## config.mk

```make
export PLATFORM = sky130hd
export DESIGN_NAME = sprite_engine
export DESIGN_NICKNAME = d
export VERILOG_FILES = /design/src/rtl/space_invaders_pkg.sv /design/src/rtl/sprite_scan_counter.sv /design/src/rtl/sprite_engine.sv
export SDC_FILE = /design/constraint.sdc
export NUM_CORES = 1
export LEC_CHECK = 0
export CAP_MARGIN = 15
export CORE_MARGIN = 2
export CORE_UTILIZATION = 56
export CTS_CLUSTER_DIAMETER = 100
export DETAILED_ROUTE_END_ITERATION = 8
export GPL_TIMING_DRIVEN = 0
export MAX_ROUTING_LAYER = met4
export PLACE_DENSITY = 0.85
export SYNTH_ARGS = -nofsm -noshare
export SYNTH_HDL_FRONTEND = slang
export SYNTH_SLANG_ARGS = --single-unit
```

## constraint.sdc

```tcl
create_clock -name CLOCK_50 -period 10.36 [get_ports CLOCK_50]
set_clock_uncertainty 0.1 [all_clocks]
set_input_delay 1.036 -clock CLOCK_50 [delete_from_list [all_inputs] [get_ports CLOCK_50]]
set_output_delay 1.036 -clock CLOCK_50 [all_outputs]
set_load 0.02 [all_outputs]
```

## src/rtl/space_invaders_pkg.sv

```systemverilog
// Shared definitions for the space-invaders drawing engines.
// Holds screen geometry, coordinate widths, colour constants and the
// engine state encoding that the controller also decodes.
package space_invaders_pkg;

    localparam int SCREEN_W = 320;
    localparam int SCREEN_H = 240;

    localparam int X_W = 9;
    localparam int Y_W = 8;

    localparam logic [2:0] BLACK = 3'b000;
    localparam logic [2:0] WHITE = 3'b111;

    typedef enum logic [2:0] {
        ST_IDLE  = 3'd0,
        ST_MOVE  = 3'd1,
        ST_ERASE = 3'd2,
        ST_DRAW  = 3'd3,
        ST_DONE  = 3'd4
    } sprite_state_t;

    // Counter width for a dimension of n pixels (at least one bit).
    function automatic int cnt_w(input int n);
        return (n > 1) ? $clog2(n) : 1;
    endfunction

endpackage

```

## src/rtl/sprite_scan_counter.sv

```systemverilog
// Row-major scan counter over a WIDTH x HEIGHT box.
// Ports:
//   CLOCK_50 - clock
//   reset    - synchronous, active-low
//   clear    - synchronous clear to (0,0), wins over enable
//   enable   - advance one pixel (cx first, then cy), wraps after last
//   cx, cy   - current column / row inside the box
//   last     - high while (cx,cy) is the final pixel of the box
module sprite_scan_counter
    import space_invaders_pkg::*;
#(
    parameter int WIDTH  = 8,
    parameter int HEIGHT = 4,
    parameter int CX_W   = cnt_w(WIDTH),
    parameter int CY_W   = cnt_w(HEIGHT)
) (
    input  logic            CLOCK_50,
    input  logic            reset,
    input  logic            clear,
    input  logic            enable,
    output logic [CX_W-1:0] cx,
    output logic [CY_W-1:0] cy,
    output logic            last
);

    localparam logic [CX_W-1:0] CX_LAST = CX_W'(WIDTH - 1);
    localparam logic [CY_W-1:0] CY_LAST = CY_W'(HEIGHT - 1);

    always_ff @(posedge CLOCK_50) begin
        if (!reset || clear) begin
            cx <= '0;
            cy <= '0;
        end else if (enable) begin
            if (cx == CX_LAST) begin
                cx <= '0;
                cy <= (cy == CY_LAST) ? '0 : cy + CY_W'(1);
            end else begin
                cx <= cx + CX_W'(1);
            end
        end
    end

    assign last = (cx == CX_LAST) && (cy == CY_LAST);

endmodule

```

## src/rtl/sprite_engine.sv

```systemverilog
// Sprite box engine: answers draw/erase requests from the frame sequencer.
// Erase sweeps the box at its current corner in ERASE_COLOUR; draw first
// steps the corner left/right (saturating at X_MIN/X_MAX) and then sweeps
// the box in COLOUR. One pixel per cycle, finish pulses after the sweep.
// Ports:
//   CLOCK_50, reset       - clock, synchronous active-low reset
//   draw_req, erase_req   - one-cycle requests, honoured only when idle
//   left, right           - movement levels, sampled in the MOVE cycle
//   busy                  - high whenever the engine is not idle
//   finish                - one-cycle pulse after the last pixel
//   x, y, colour, plot    - pixel stream to the pixel mux / VGA plot port
//   pos_x, pos_y          - current box corner
module sprite_engine
    import space_invaders_pkg::*;
#(
    parameter int         WIDTH        = 8,
    parameter int         HEIGHT       = 4,
    parameter int         X_INIT       = 156,
    parameter int         Y_INIT       = 220,
    parameter int         X_MIN        = 0,
    parameter int         X_MAX        = 312,
    parameter int         STEP         = 2,
    parameter logic [2:0] COLOUR       = WHITE,
    parameter logic [2:0] ERASE_COLOUR = BLACK
) (
    input  logic           CLOCK_50,
    input  logic           reset,
    input  logic           draw_req,
    input  logic           erase_req,
    input  logic           left,
    input  logic           right,
    output logic           busy,
    output logic           finish,
    output logic [X_W-1:0] x,
    output logic [Y_W-1:0] y,
    output logic [2:0]     colour,
    output logic           plot,
    output logic [X_W-1:0] pos_x,
    output logic [Y_W-1:0] pos_y
);

    localparam int CX_W = cnt_w(WIDTH);
    localparam int CY_W = cnt_w(HEIGHT);

    // Position arithmetic is one bit wider and signed so that stepping past
    // either edge shows up as a comparison instead of a wrap.
    localparam logic signed [X_W:0] STEP_S = (X_W+1)'(STEP);
    localparam logic signed [X_W:0] XMIN_S = (X_W+1)'(X_MIN);
    localparam logic signed [X_W:0] XMAX_S = (X_W+1)'(X_MAX);
    localparam logic [CX_W-1:0]     CX_LAST = CX_W'(WIDTH - 1);

    sprite_state_t state, state_nxt;

    logic            cnt_clear, cnt_en, last;
    logic [CX_W-1:0] cx, cx_nxt;
    logic [CY_W-1:0] cy, cy_nxt;

    logic [X_W-1:0]  pos_x_nxt, x_nxt;
    logic [Y_W-1:0]  y_nxt;
    logic [2:0]      colour_nxt;
    logic            plot_nxt, finish_nxt, busy_nxt;

    function automatic logic [X_W-1:0] sat_x(input logic signed [X_W:0] v);
        logic signed [X_W:0] r;
        r = v;
        if (r < XMIN_S) r = XMIN_S;
        if (r > XMAX_S) r = XMAX_S;
        return r[X_W-1:0];
    endfunction

    function automatic logic [X_W-1:0] step_x(input logic [X_W-1:0] px,
                                              input logic l, input logic r);
        logic signed [X_W:0] base;
        base = signed'({1'b0, px});
        if (l && !r)      return sat_x(base - STEP_S);
        else if (r && !l) return sat_x(base + STEP_S);
        else              return px;
    endfunction

    sprite_scan_counter #(
        .WIDTH  (WIDTH),
        .HEIGHT (HEIGHT),
        .CX_W   (CX_W),
        .CY_W   (CY_W)
    ) u_scan (
        .CLOCK_50 (CLOCK_50),
        .reset    (reset),
        .clear    (cnt_clear),
        .enable   (cnt_en),
        .cx       (cx),
        .cy       (cy),
        .last     (last)
    );

    // The counter tracks the pixel currently on the outputs; it is held at
    // zero outside a sweep so every sweep starts from the box corner.
    assign cnt_en    = (state == ST_ERASE) || (state == ST_DRAW);
    assign cnt_clear = !cnt_en;

    // State and registered outputs
    always_ff @(posedge CLOCK_50) begin
        if (!reset) begin
            state  <= ST_IDLE;
            pos_x  <= X_W'(X_INIT);
            pos_y  <= Y_W'(Y_INIT);
            x      <= '0;
            y      <= '0;
            colour <= '0;
            plot   <= 1'b0;
            finish <= 1'b0;
            busy   <= 1'b0;
        end else begin
            state  <= state_nxt;
            pos_x  <= pos_x_nxt;
            x      <= x_nxt;
            y      <= y_nxt;
            colour <= colour_nxt;
            plot   <= plot_nxt;
            finish <= finish_nxt;
            busy   <= busy_nxt;
        end
    end

    // Next state
    always_comb begin
        state_nxt = state;
        case (state)
            ST_IDLE: begin
                if (erase_req)     state_nxt = ST_ERASE;
                else if (draw_req) state_nxt = ST_MOVE;
            end
            ST_MOVE:  state_nxt = ST_DRAW;
            ST_ERASE,
            ST_DRAW:  if (last) state_nxt = ST_DONE;
            ST_DONE:  state_nxt = ST_IDLE;
            default:  state_nxt = ST_IDLE;
        endcase
    end

    // Output values for the next cycle. Because the outputs are registered,
    // the pixel loaded here is the one the counter will point at next, and
    // the new corner from MOVE is used directly for the first draw pixel.
    always_comb begin
        pos_x_nxt  = pos_x;
        cx_nxt     = '0;
        cy_nxt     = '0;
        x_nxt      = x;
        y_nxt      = y;
        colour_nxt = colour;
        plot_nxt   = 1'b0;

        if (state == ST_MOVE)
            pos_x_nxt = step_x(pos_x, left, right);

        if (cnt_en && !last) begin
            if (cx == CX_LAST) begin
                cy_nxt = cy + CY_W'(1);
            end else begin
                cx_nxt = cx + CX_W'(1);
                cy_nxt = cy;
            end
        end

        if ((state_nxt == ST_ERASE) || (state_nxt == ST_DRAW)) begin
            plot_nxt   = 1'b1;
            x_nxt      = pos_x_nxt + X_W'(cx_nxt);
            y_nxt      = pos_y + Y_W'(cy_nxt);
            colour_nxt = (state_nxt == ST_DRAW) ? COLOUR : ERASE_COLOUR;
        end

        finish_nxt = (state_nxt == ST_DONE);
        busy_nxt   = (state_nxt != ST_IDLE);
    end

endmodule

```

==> metrics.md <==
| Metric | Value |
|---|---|
| IO Count | 46 |
| Startpoint types | flop |
| DR vias | 2,353 |
| VDD IR-drop max | 0.000114 V |
| GRT Overall Usage | 0.313 |
| Critical-path cell list | inv_1, ha_1, or4b_4, nand2_2, a31o_4, nand3_4, a21oi_1, o21ai_0, and2_1, ha_1, fa_1, a21o_1, a2111o_1, o2111a_1 |
| Switching Fraction | 0.296 |
| Hpwl dp | 4880 µm |
| Multi-input logic area | 1470 µm² |
| Mapped Area | 2340 µm² |
| Post-synth top cells | dfxtp_1 (33), nor2_1 (30), nand2_1 (24), buf_4 (17), a21oi_1 (15) |
| Total wire length | 6570 µm |
| Slowest stage delay, CP | 540 ps |
| Switching Power | 95.6 µW |
| Synth area leader | dfxtp_1 |
| Clk slew on worst S/H paths | 70 ps |
| RSZ-0062 raised after global routing | no |
| Pre-CTS setup slack | 6270 ps |
| # nets final | 363 |
| Count leader, synth | dfxtp_1 |
| PD cells | 112 nW/µm² |
| Slowest stage cell, crit path | or4b_4 |
| Post-synthesis sequential area ratio | 0.282 |
| Most frequent CP cell | ha_1 |
| Layout cells sized above 1 | 0.120 |
| Final Cycle Share | 0.378 |
| Drc violations | 0 |
| Cts repair resizes | 0 |
| Largest net degree at the start of global routing | 11 |
| Clock Latency Late Sink | 280 ps |
| Clock Sinks | 33 |
| Final Core Density | 0.720 |
| DR vias/cell | 5.90 |
| Clock Path Buffers | 2 |
| Top cell type's share of synthesized area | 0.282 |
| Outcome | completed |
| Area contributors post-synth | dfxtp_1 (28%), buf_4 (5.5%), nor2_1 (4.8%), ha_1 (4.3%), nand2_1 (3.8%) |
| CP Capture Type | flop |
| WHS Path Cells | 1 |
| Yosys cell types | 67 |
| EDFF count, synth | 0 |
| DRT iter0 DRCs | 260 |
| Final std cells w/o fill | 399 |
| Mapped Avg Cell Area | 7.83 µm² |
| Relative slew slack | 0.486 |
| Root Driver | clkbuf_8 |
| Wirelength per Cell | 16.5 µm |
| Worst Path Max Fanout | 10 |
| Register area | 661 µm² |
| Critical path type | flop to flop |
| CTS tree | done |
| Required time of the critical path | 10,440 ps |
| Core Box Area | 4000 µm² |
| Top delay family on crit path | compound AO/OA/AOI/OAI gates |
| Final hold slack | 362 ps |
| Die outline height | 68.7 µm |
| Initial Utilization | 0.585 |
| Rows | 23 |
| PnR worst setup slack | 6440 ps |
| Worst Max-Slew Pin Slew | 766 ps |
| Max Cap Violations | 0 |
| Fillers | 315 |
| Initial antenna violation count | 0 |
| CTS buffer count | 5 |
| Max Freq | 255 MHz |
| Min Tclk post-route | 3920 ps |
| Inserted Diodes | 0 |
| Grt total ovfl | 0 |
| Sequential group share of total power | 0.432 |
| Area of the die | 4710 µm² |
| Synth Register Bits | 33 |
| Tot Pwr | 323 µW |
| Number of buffers and inverters on the critical path | 1 |
| Routability Congestion | 0.959 |
| Vias in the first global route | 2,204 |
| Clk pwr share | 0.322 |
| Reg2Reg Setup Slack | 6440 ps |
| Internal cell power | 228 µW |
| Post-CTS Setup Inserts | 0 |
| Dpl cells | 391 |
| Gate Count Post-Synth | 299 |
| HP Class | flop to flop |
| Setup TNS | 0 ps |
| Area after DPL | 2780 µm² |
| FF-to-FF End | x[4] |
| H-tree depth | 2 |
| Yosys warnings | 0 |
| Hold Path Sink | u_scan.cx[0] |
| Async set-or-reset flop fraction in the synthesized netlist | 0 |
| Cells on worst reg2reg path | 14 |
| Crit path DAT | 3990 ps |
| Final Instance Area | 2880 µm² |
| ANT nets after route | 0 |
| P&R area growth vs syn | 23.1% |
| Hold Buf Count CTS | 0 |
| First-pass GRT wire length | 10,600 µm |
| Combinational power share | 0.246 |
| Final hold violations | 0 |
| Die width | 68.7 µm |
| First-pass DRT Iterations | 4 |
| Most used flip-flop cell after synthesis | dfxtp_1 |
| Leakage | 1.20 nW |
| Crit. Startpoint | pos_x[1] |
| Number of I/O port buffers | 35 |
| Max-slew violations | 0 |
| Worst hold path startpoint | u_scan.cx[0] |
| Reg-to-Reg Start | pos_x[1] |
| Final setup vio count | 0 |
==> logic make-up (layout without fill, tap and decap cells) <==
group / after synthesis / after routing / share of synthesized area
other: 2 / 9 / 0.00321
buffers and inverters: 42 / 85 / 0.100
AOI/OAI and AO/OA: 76 / 76 / 0.233
adders and majority gates: 9 / 9 / 0.0513
and+or+nand+nor: 127 / 127 / 0.290
DFF: 33 / 33 / 0.282
xor gates and xnor gates: 7 / 7 / 0.0262
muxes: 3 / 3 / 0.0134
==> metal layers <==
layer	share of wire	track usage	up-vias
li1	-	-	1157
met1	0.42	0.383	1071
met2	0.48	0.506	102
met3	0.059	0.0422	23
met4	0.041	0.158	0
met5	0	-	-
==> cell type report <==
| cell class | instances | area share |
|---|---|---|
| plain buffers | 31 | 0.0673 |
| clock buffers | 7 | 0.0334 |
| clock inverters | 1 | 0.00174 |
| inverters | 11 | 0.0143 |
| multi-input cells | 231 | 0.511 |
| flip-flops and latches | 33 | 0.229 |
| well taps | 50 | 0.0217 |
| repair buffers | 35 | 0.122 |
==> cell usage in the layout, fill, tap and decap left out, types with 3 or more instances in the layout <==
cell type	instances
o21ai_1	4
nor3_1	10
or3_1	4
clkdlybuf4s50_1	35
buf_4	17
nor2b_1	6
nand4_1	3
nand2_1	24
ha_1	8
nor4_1	3
a21o_1	3
a211oi_1	4
a21oi_1	15
buf_2	5
clkbuf_1	8
nand3_1	11
clkbuf_8	7
conb_1	9
nand2b_1	6
dfxtp_1	33
inv_1	11
a31oi_1	4
o21ai_0	11
o31ai_1	4
and2_1	5
xnor2_1	5
and3_1	11
nor2_1	30
o211ai_1	6
==> sequential cells by signal, summed over array words and instances, names as in the netlist <==
| name | cells |
|---|---|
| y | 3 |
| u_scan.cx | 3 |
| state | 3 |
| x | 9 |
| finish | 1 |
| pos_x | 9 |
| busy | 1 |
| u_scan.cy | 2 |
| colour | 1 |
| plot | 1 |
==> worst max-delay path by stage <==
stage	to	slack, ps	cells after the start
CTS	x[4]	6480	14
floorplan	x[4]	6780	14
finish	x[4]	6440	14
global route	x[8]	6210	15
detailed placement	x[4]	6270	10
global placement	x[4]	6270	10
==> power groups by stage <==
stage	sequential [mW]	combinational (mW)	clock (mW)
after floorplan	0.148	0.0437	0
after global placement	0.142	0.0776	0
after detailed placement	0.142	0.0782	0
after CTS	0.140	0.0793	0.106
after global routing	0.140	0.0861	0.112
final	0.140	0.0796	0.104
Power figures use the tool's default switching activity.
